File: config.mk
export PLATFORM = sky130hd
export DESIGN_NAME = mem_write_port_flat
export DESIGN_NICKNAME = d
export VERILOG_FILES = /design/src/rtl/mem_port_pkg.sv /design/src/rtl/mem_write_port_if.sv /design/src/rtl/mem_array_1r1w.sv /design/src/rtl/mem_write_port.sv /design/src/flat_wrapper.sv
export SDC_FILE = /design/constraint.sdc
export NUM_CORES = 1
export LEC_CHECK = 0
export CAP_MARGIN = 0
export CELL_PAD_IN_SITES_DETAIL_PLACEMENT = 1
export CELL_PAD_IN_SITES_GLOBAL_PLACEMENT = 1
export CORE_MARGIN = 2
export CORE_UTILIZATION = 50
export DETAILED_ROUTE_END_ITERATION = 12
export GPL_ROUTABILITY_DRIVEN = 0
export PLACE_DENSITY = 0.84
export SYNTH_ARGS = -nofsm -noshare
export SYNTH_HDL_FRONTEND = slang
export SYNTH_HIERARCHICAL = 1
export SYNTH_SLANG_ARGS = --single-unit
File: constraint.sdc
create_clock -name clk -period 4.9 [get_ports clk]
set_clock_uncertainty 0.05 [all_clocks]
set_input_delay 0.49 -clock clk [delete_from_list [all_inputs] [get_ports clk]]
set_output_delay 0.49 -clock clk [all_outputs]
set_load 0.01 [all_outputs]
File: src/rtl/mem_port_pkg.sv
// Shared constants, FSM state type and byte-enable helper for the write-port
// slice of the 32x32 synchronous-read memory.
package mem_port_pkg;

    localparam int DEPTH  = 32;
    localparam int ADDR_W = 5;
    localparam int DATA_W = 32;
    localparam int BE_W   = DATA_W / 8;

    typedef enum logic {
        CLEAR = 1'b0,
        IDLE  = 1'b1
    } state_e;

    function automatic logic [DATA_W-1:0] be_to_mask(input logic [BE_W-1:0] be);
        logic [DATA_W-1:0] mask;
        mask = '0;
        for (int i = 0; i < BE_W; i++) begin
            mask[8*i +: 8] = {8{be[i]}};
        end
        return mask;
    endfunction

endpackage

File: src/rtl/mem_write_port_if.sv
// Write/read/clear bus of mem_write_port. Write handshake: a word transfers on
// a rising clk edge where wr_valid && wr_ready; wr_ready never depends on wr_valid.
interface mem_write_port_if;
    import mem_port_pkg::*;

    logic              clr_start;
    logic              wr_valid;
    logic              wr_ready;
    logic [ADDR_W-1:0] wr_addr;
    logic [DATA_W-1:0] wr_data;
    logic [BE_W-1:0]   wr_be;
    logic [ADDR_W-1:0] rd_addr;
    logic [DATA_W-1:0] rd_data;
    logic              busy;
    logic [DEPTH-1:0]  used_addr;
    logic [DATA_W-1:0] used_dbits;
    state_e            dbg_state;

    modport master (
        output clr_start, wr_valid, wr_addr, wr_data, wr_be, rd_addr,
        input  wr_ready, rd_data, busy, used_addr, used_dbits, dbg_state
    );

    modport slave (
        input  clr_start, wr_valid, wr_addr, wr_data, wr_be, rd_addr,
        output wr_ready, rd_data, busy, used_addr, used_dbits, dbg_state
    );

endinterface

File: src/rtl/mem_array_1r1w.sv
// Storage array: byte-masked write port plus read-first registered read port.
// Deliberately unreset so it maps onto RAM macros.
module mem_array_1r1w #(
    parameter int DEPTH  = 32,
    parameter int ADDR_W = 5,
    parameter int DATA_W = 32
) (
    input  logic              clk,
    input  logic              we_i,
    input  logic [ADDR_W-1:0] waddr_i,
    input  logic [DATA_W-1:0] wdata_i,
    input  logic [DATA_W-1:0] wmask_i,
    input  logic [ADDR_W-1:0] raddr_i,
    output logic [DATA_W-1:0] rdata_o
);

    logic [DATA_W-1:0] mem_q [DEPTH];
    logic [DATA_W-1:0] rdata_q;

    // Non-blocking read of the pre-edge contents gives read-first behaviour.
    always_ff @(posedge clk) begin
        rdata_q <= mem_q[raddr_i];
        if (we_i) begin
            mem_q[waddr_i] <= (mem_q[waddr_i] & ~wmask_i) | (wdata_i & wmask_i);
        end
    end

    assign rdata_o = rdata_q;

endmodule

File: src/rtl/mem_write_port.sv
// Write-side controller: clear FSM, write handshake, written-address bitmap and
// written-data OR accumulator, driving a single mem_array_1r1w.
module mem_write_port
    import mem_port_pkg::*;
(
    input  logic             clk,
    input  logic             rst_n,
    mem_write_port_if.slave  bus
);

    state_e            state_q, state_d;
    logic [ADDR_W-1:0] ptr_q, ptr_d;
    logic [DEPTH-1:0]  used_addr_q, used_addr_d;
    logic [DATA_W-1:0] used_dbits_q, used_dbits_d;
    logic              rd_vld_q;

    logic              busy, wr_ready, wr_fire;
    logic              arr_we;
    logic [ADDR_W-1:0] arr_waddr;
    logic [DATA_W-1:0] arr_wdata, arr_wmask, arr_rdata, be_mask;

    always_ff @(posedge clk or negedge rst_n) begin
        if (!rst_n) begin
            state_q <= CLEAR;
            ptr_q   <= '0;
        end else begin
            state_q <= state_d;
            ptr_q   <= ptr_d;
        end
    end

    always_comb begin
        state_d = state_q;
        ptr_d   = '0;
        case (state_q)
            CLEAR: begin
                ptr_d = ptr_q + ADDR_W'(1);
                if (ptr_q == ADDR_W'(DEPTH - 1)) state_d = IDLE;
            end
            IDLE: begin
                if (bus.clr_start) state_d = CLEAR;
            end
            default: state_d = CLEAR;
        endcase
    end

    always_comb begin
        busy      = (state_q == CLEAR);
        wr_ready  = (state_q == IDLE);
        wr_fire   = wr_ready && bus.wr_valid;
        be_mask   = be_to_mask(bus.wr_be);
        arr_we    = busy || wr_fire;
        arr_waddr = busy ? ptr_q : bus.wr_addr;
        arr_wdata = busy ? '0 : bus.wr_data;
        arr_wmask = busy ? '1 : be_mask;
    end

    // Accumulator reset on the entry edge wins over a same-cycle write.
    always_comb begin
        used_addr_d  = used_addr_q;
        used_dbits_d = used_dbits_q;
        if (busy) begin
            used_addr_d[ptr_q] = 1'b0;
        end else if (wr_fire && (bus.wr_be != '0)) begin
            used_addr_d[bus.wr_addr] = 1'b1;
            used_dbits_d = used_dbits_q | (bus.wr_data & be_mask);
        end
        if (wr_ready && bus.clr_start) used_dbits_d = '0;
    end

    always_ff @(posedge clk or negedge rst_n) begin
        if (!rst_n) begin
            used_addr_q  <= '0;
            used_dbits_q <= '0;
            rd_vld_q     <= 1'b0;
        end else begin
            used_addr_q  <= used_addr_d;
            used_dbits_q <= used_dbits_d;
            rd_vld_q     <= wr_ready;
        end
    end

    mem_array_1r1w #(
        .DEPTH  (DEPTH),
        .ADDR_W (ADDR_W),
        .DATA_W (DATA_W)
    ) u_array (
        .clk     (clk),
        .we_i    (arr_we),
        .waddr_i (arr_waddr),
        .wdata_i (arr_wdata),
        .wmask_i (arr_wmask),
        .raddr_i (bus.rd_addr),
        .rdata_o (arr_rdata)
    );

    // The unreset array read register is hidden until a read taken in IDLE lands.
    assign bus.rd_data    = rd_vld_q ? arr_rdata : '0;
    assign bus.wr_ready   = wr_ready;
    assign bus.busy       = busy;
    assign bus.used_addr  = used_addr_q;
    assign bus.used_dbits = used_dbits_q;
    assign bus.dbg_state  = state_q;

endmodule

File: src/flat_wrapper.sv
// flat-port wrapper written by rule: the top's interface ports become plain ports
module mem_write_port_flat import mem_port_pkg::*;
  (clk, rst_n, bus_clr_start, bus_wr_valid, bus_wr_addr, bus_wr_data, bus_wr_be, bus_rd_addr, bus_wr_ready, bus_rd_data, bus_busy, bus_used_addr, bus_used_dbits, bus_dbg_state);
  mem_write_port_if bus_i ();
  input  logic clk;
  input  logic rst_n;
  input wire logic [$bits(bus_i.clr_start)-1:0] bus_clr_start;
  input wire logic [$bits(bus_i.wr_valid)-1:0] bus_wr_valid;
  input wire logic [$bits(bus_i.wr_addr)-1:0] bus_wr_addr;
  input wire logic [$bits(bus_i.wr_data)-1:0] bus_wr_data;
  input wire logic [$bits(bus_i.wr_be)-1:0] bus_wr_be;
  input wire logic [$bits(bus_i.rd_addr)-1:0] bus_rd_addr;
  output wire logic [$bits(bus_i.wr_ready)-1:0] bus_wr_ready;
  output wire logic [$bits(bus_i.rd_data)-1:0] bus_rd_data;
  output wire logic [$bits(bus_i.busy)-1:0] bus_busy;
  output wire logic [$bits(bus_i.used_addr)-1:0] bus_used_addr;
  output wire logic [$bits(bus_i.used_dbits)-1:0] bus_used_dbits;
  output wire logic [$bits(bus_i.dbg_state)-1:0] bus_dbg_state;
  assign bus_i.clr_start = bus_clr_start;
  assign bus_i.wr_valid = bus_wr_valid;
  assign bus_i.wr_addr = bus_wr_addr;
  assign bus_i.wr_data = bus_wr_data;
  assign bus_i.wr_be = bus_wr_be;
  assign bus_i.rd_addr = bus_rd_addr;
  assign bus_wr_ready = bus_i.wr_ready;
  assign bus_rd_data = bus_i.rd_data;
  assign bus_busy = bus_i.busy;
  assign bus_used_addr = bus_i.used_addr;
  assign bus_used_dbits = bus_i.used_dbits;
  assign bus_dbg_state = bus_i.dbg_state;
  mem_write_port u_core (.clk(clk), .rst_n(rst_n), .bus(bus_i));
endmodule
==> flow_summary.toml, run 1 <==
[clock_tree]
cts_sinks = 1127
clk_latency_ns = 0.72
cts_tree = "yes"
htree_num_levels = 3
root_buffer = "clkbuf_16"
cts_buffer_depth = 3
cts_buffers = 114
hold_buffers = 1
postCtsSetupBuffers = 0
cts_resized = 0
clkTransAtPathRegs_ns = 0.06

[worst_hold_path]
worstHoldEndpoint = "u_core/u_array/rdata_o[0]"
hold_start = "bus_rd_addr[4]"
hp-class = "in -> reg"
min_path_cells = 2

[synth]
synthTopCellsByArea = "edfxtp_1 60%, mux4_2 19%, mux2i_1 5.7%"
synthArstFlopShare_pct = 6.30
synth_cell_type_count = 57
ys_warn_count = 6
yosysTopAreaCell = "edfxtp_1"
ys_seq_area_share_pct = 64.7
syn-num-nets = 2812
synth.avg_cell_area_um2 = 18.6
netlist_instances = 2757
synth_top_area_share_pct = 60.0
synth_edf_count = 1024
synth-seq-cells = 1127
syn_area_mm2 = 0.0513
netlist_top_cells_count = "1024 x edfxtp_1, 431 x mux4_2, 290 x mux2i_1, 110 x o22ai_1, 84 x buf_2"
yosysMostFrequentCell = "edfxtp_1"
ys.flop_type = "edfxtp_1"

[sta]
slew_headroom_pct = 8.76
fmax_mhz = 222
drv_slew = 0
setup_tns_ns = 0
setup_viol = 0
finalHoldViolCount = 0
min_period_ns = 4.49
period_share_pct = 91.7
worst_slew_pin_slew_ns = 1.37
rsz0062_at_grt = "no"

[setup_path]
r2r-start = "u_core/ptr_q[2]"
cp.required_ns = 5.29
cp_max_fo = 24
critPathLaunchType = "flip-flop"
worstSetupEndpointType = "flip-flop"
r2r_end = "u_core/u_array/mem_q[17][20]"
r2r_cells = 9
arrival_ns = 4.89
r2r_slack_ns = 0.41
crit_type = "reg -> reg"

[power]
p_seq_share_pct = 39.0
p_sw_share_pct = 35.4
p_leak_nw = 19.9
powerDensity_mw_per_mm2 = 578
ir_drop_v = 0.000457
pwr-share-clk_pct = 25.3
p_switching_w = 0.0121
p_comb_share_pct = 35.8
power.internal_w = 0.0221

[placement]
post_dp_cell_area_mm2 = 0.0555
port_buffers = 148
dpl.hpwl_um = 109000

[global_routing]
grt_pass1_wl_um = 256000
grt_usage_pct = 34.8
grt-ovfl-total = 0
grt_max_degree = 73
grt_antenna_before_repair = 7
grt_pass1_vias = 34300

[die]
row_count = 117
io_pins = 149
initial_core_util_pct = 50.4
fp.dieH_um = 324
chipWidth_um = 324
dieArea_mm2 = 0.105
core_area_mm2 = 0.102

[layout]
nets = 3060
syn_to_final_growth_pct = 15.4
design_area_mm2 = 0.0592
drive_gt1_share_pct = 27.8

[detailed_routing]
wl_um = 181000
ant_nets = 0
drc_errors = 0
wl_per_cell_um = 40.5
dr.pass1.iters = 5
drt-initial-drc-count = 5201
avgViaCountPerCell = 7.31
vias = 32700

[outcome]
outcome = "finished clean"

[run]
maxCapViolations = 0
## worst max path at each step
stage / from / to / slack, ns / depth (start not counted)
6_report: u_core/ptr_q[2] / u_core/u_array/mem_q[17][20] / 0.41 / 9
5_1_grt: u_core/ptr_q[2] / u_core/u_array/mem_q[17][20] / 0.30 / 9
4_1_cts: u_core/ptr_q[2] / u_core/u_array/mem_q[17][20] / 0.65 / 9
3_5_place_dp: bus_wr_addr[4] / u_core/u_array/mem_q[16][18] / 0.62 / 8
3_3_place_gp: bus_wr_addr[2] / u_core/u_array/mem_q[18][20] / 0.76 / 9
2_1_floorplan: u_core/bus.dbg_state / u_core/u_array/mem_q[30][0] / 0.62 / 10
## placed cells by master (no fill, tap or decap), types with 25 or more instances in the layout
cell type        netlist  layout
edfxtp_1            1024    1024
mux4_2               431     431
mux2i_1              290     290
buf_4                 12     168
clkdlybuf4s50_1        0     142
clkbuf_16              0     116
o22ai_1              110     110
dfrtp_1               71      69
and2_1                66      65
o21ai_0               55      53
a21oi_1               50      50
a22oi_1               49      49
nor2_1                72      40
a2111oi_0             35      35
o21a_1                32      32
nor2_4                 0      32
dfxtp_1               32      32
buf_12                 0      27
clkbuf_1              72      25
## per-layer routing
metal  vias up  global-route usage, %  part of all wire [%]
met4        12                   20.6                   7.0
met3       746                   9.09                    14
met2      2858                   54.4                    46
met5         -                      0                 0.044
met1     16900                   44.1                    33
li1      12100                      -                     -
## state kept, by name, summed over array words and instances (netlist names)
signal                  count
u_core/u_array/mem_q     1024
u_core/bus.used_addr       32
u_core/bus.used_dbits      32
u_core/u_array/rdata_o     32
u_core/ptr_q                5
u_core/bus.dbg_state        1
u_core/rd_vld_q             1
## power groups by stage
stage | clock network (W) | registers (W) | logic [W]
final | 0.00865 | 0.0133 | 0.0122
after global routing | 0.00900 | 0.0134 | 0.0124
after CTS | 0.00868 | 0.0133 | 0.0119
after detailed placement | 0 | 0.0135 | 0.0117
after global placement | 0 | 0.0132 | 0.0113
after floorplan | 0 | 0.0133 | 0.00687
## critical path, cell delays in order, from the launching register on
cell and delay, ns:
dfrtp_1 0.57, nor2b_1 0.38, a21o_1 0.43, buf_4 0.34, nand4b_1 0.19, buf_4 0.54, o22ai_1 0.15, a2111oi_0 0.72
a32oi_1 0.51, buf_4 0.34
## cell families after synthesis
group | share of synthesized area, %
AOI/OAI and AO/OA | 5.30
xor gates and xnor gates | 0.0342
buffers and inverters | 2.23
adders and majority gates | 0.122
DFF | 64.7
and+or+nand+nor | 3.00
muxes | 24.6
## through the flow
step	util, %	setup slack [ns]	instances	power [W]	hold WS (ns)
detailed placement	54.6	0.622	4256	0.0252	0.436
global route	58.1	0.302	4467	0.0349	0.379
floorplan	-	0.621	2757	0.0202	0.144
global placement	54.6	0.756	4256	0.0245	0.428
CTS	58.1	0.648	4467	0.0339	0.349
finish	58.1	0.405	4469	0.0342	0.379
## area by class of cell
type / count / area [µm²]
timing repair buffer: 342 / 3280
clock buffer: 145 / 3050
clock inverter: 65 / 573
tap: 1368 / 1710
inverter: 22 / 82.6
sequential: 1127 / 33200
fill: 8828 / 42600
antenna: 2 / 5.00
multi-input combinational: 1398 / 17300
No activity file was read; power rests on OpenSTA's default activity.
==> run 2: changes to the inputs <==
==> constraint.sdc (replaced) <==
create_clock -name clk -period 4.9 [get_ports clk]
set_clock_uncertainty 0.05 [all_clocks]
set_input_delay 0.49 -clock clk [delete_from_list [all_inputs] [get_ports clk]]
set_output_delay 0.49 -clock clk [all_outputs]
set_load 0.005 [all_outputs]
==> results of run 2 <==
The final DEF is identical to that of run 1. Status: finished clean.
Main changes from that run: total power 0.0342 W -> 0.0341 W
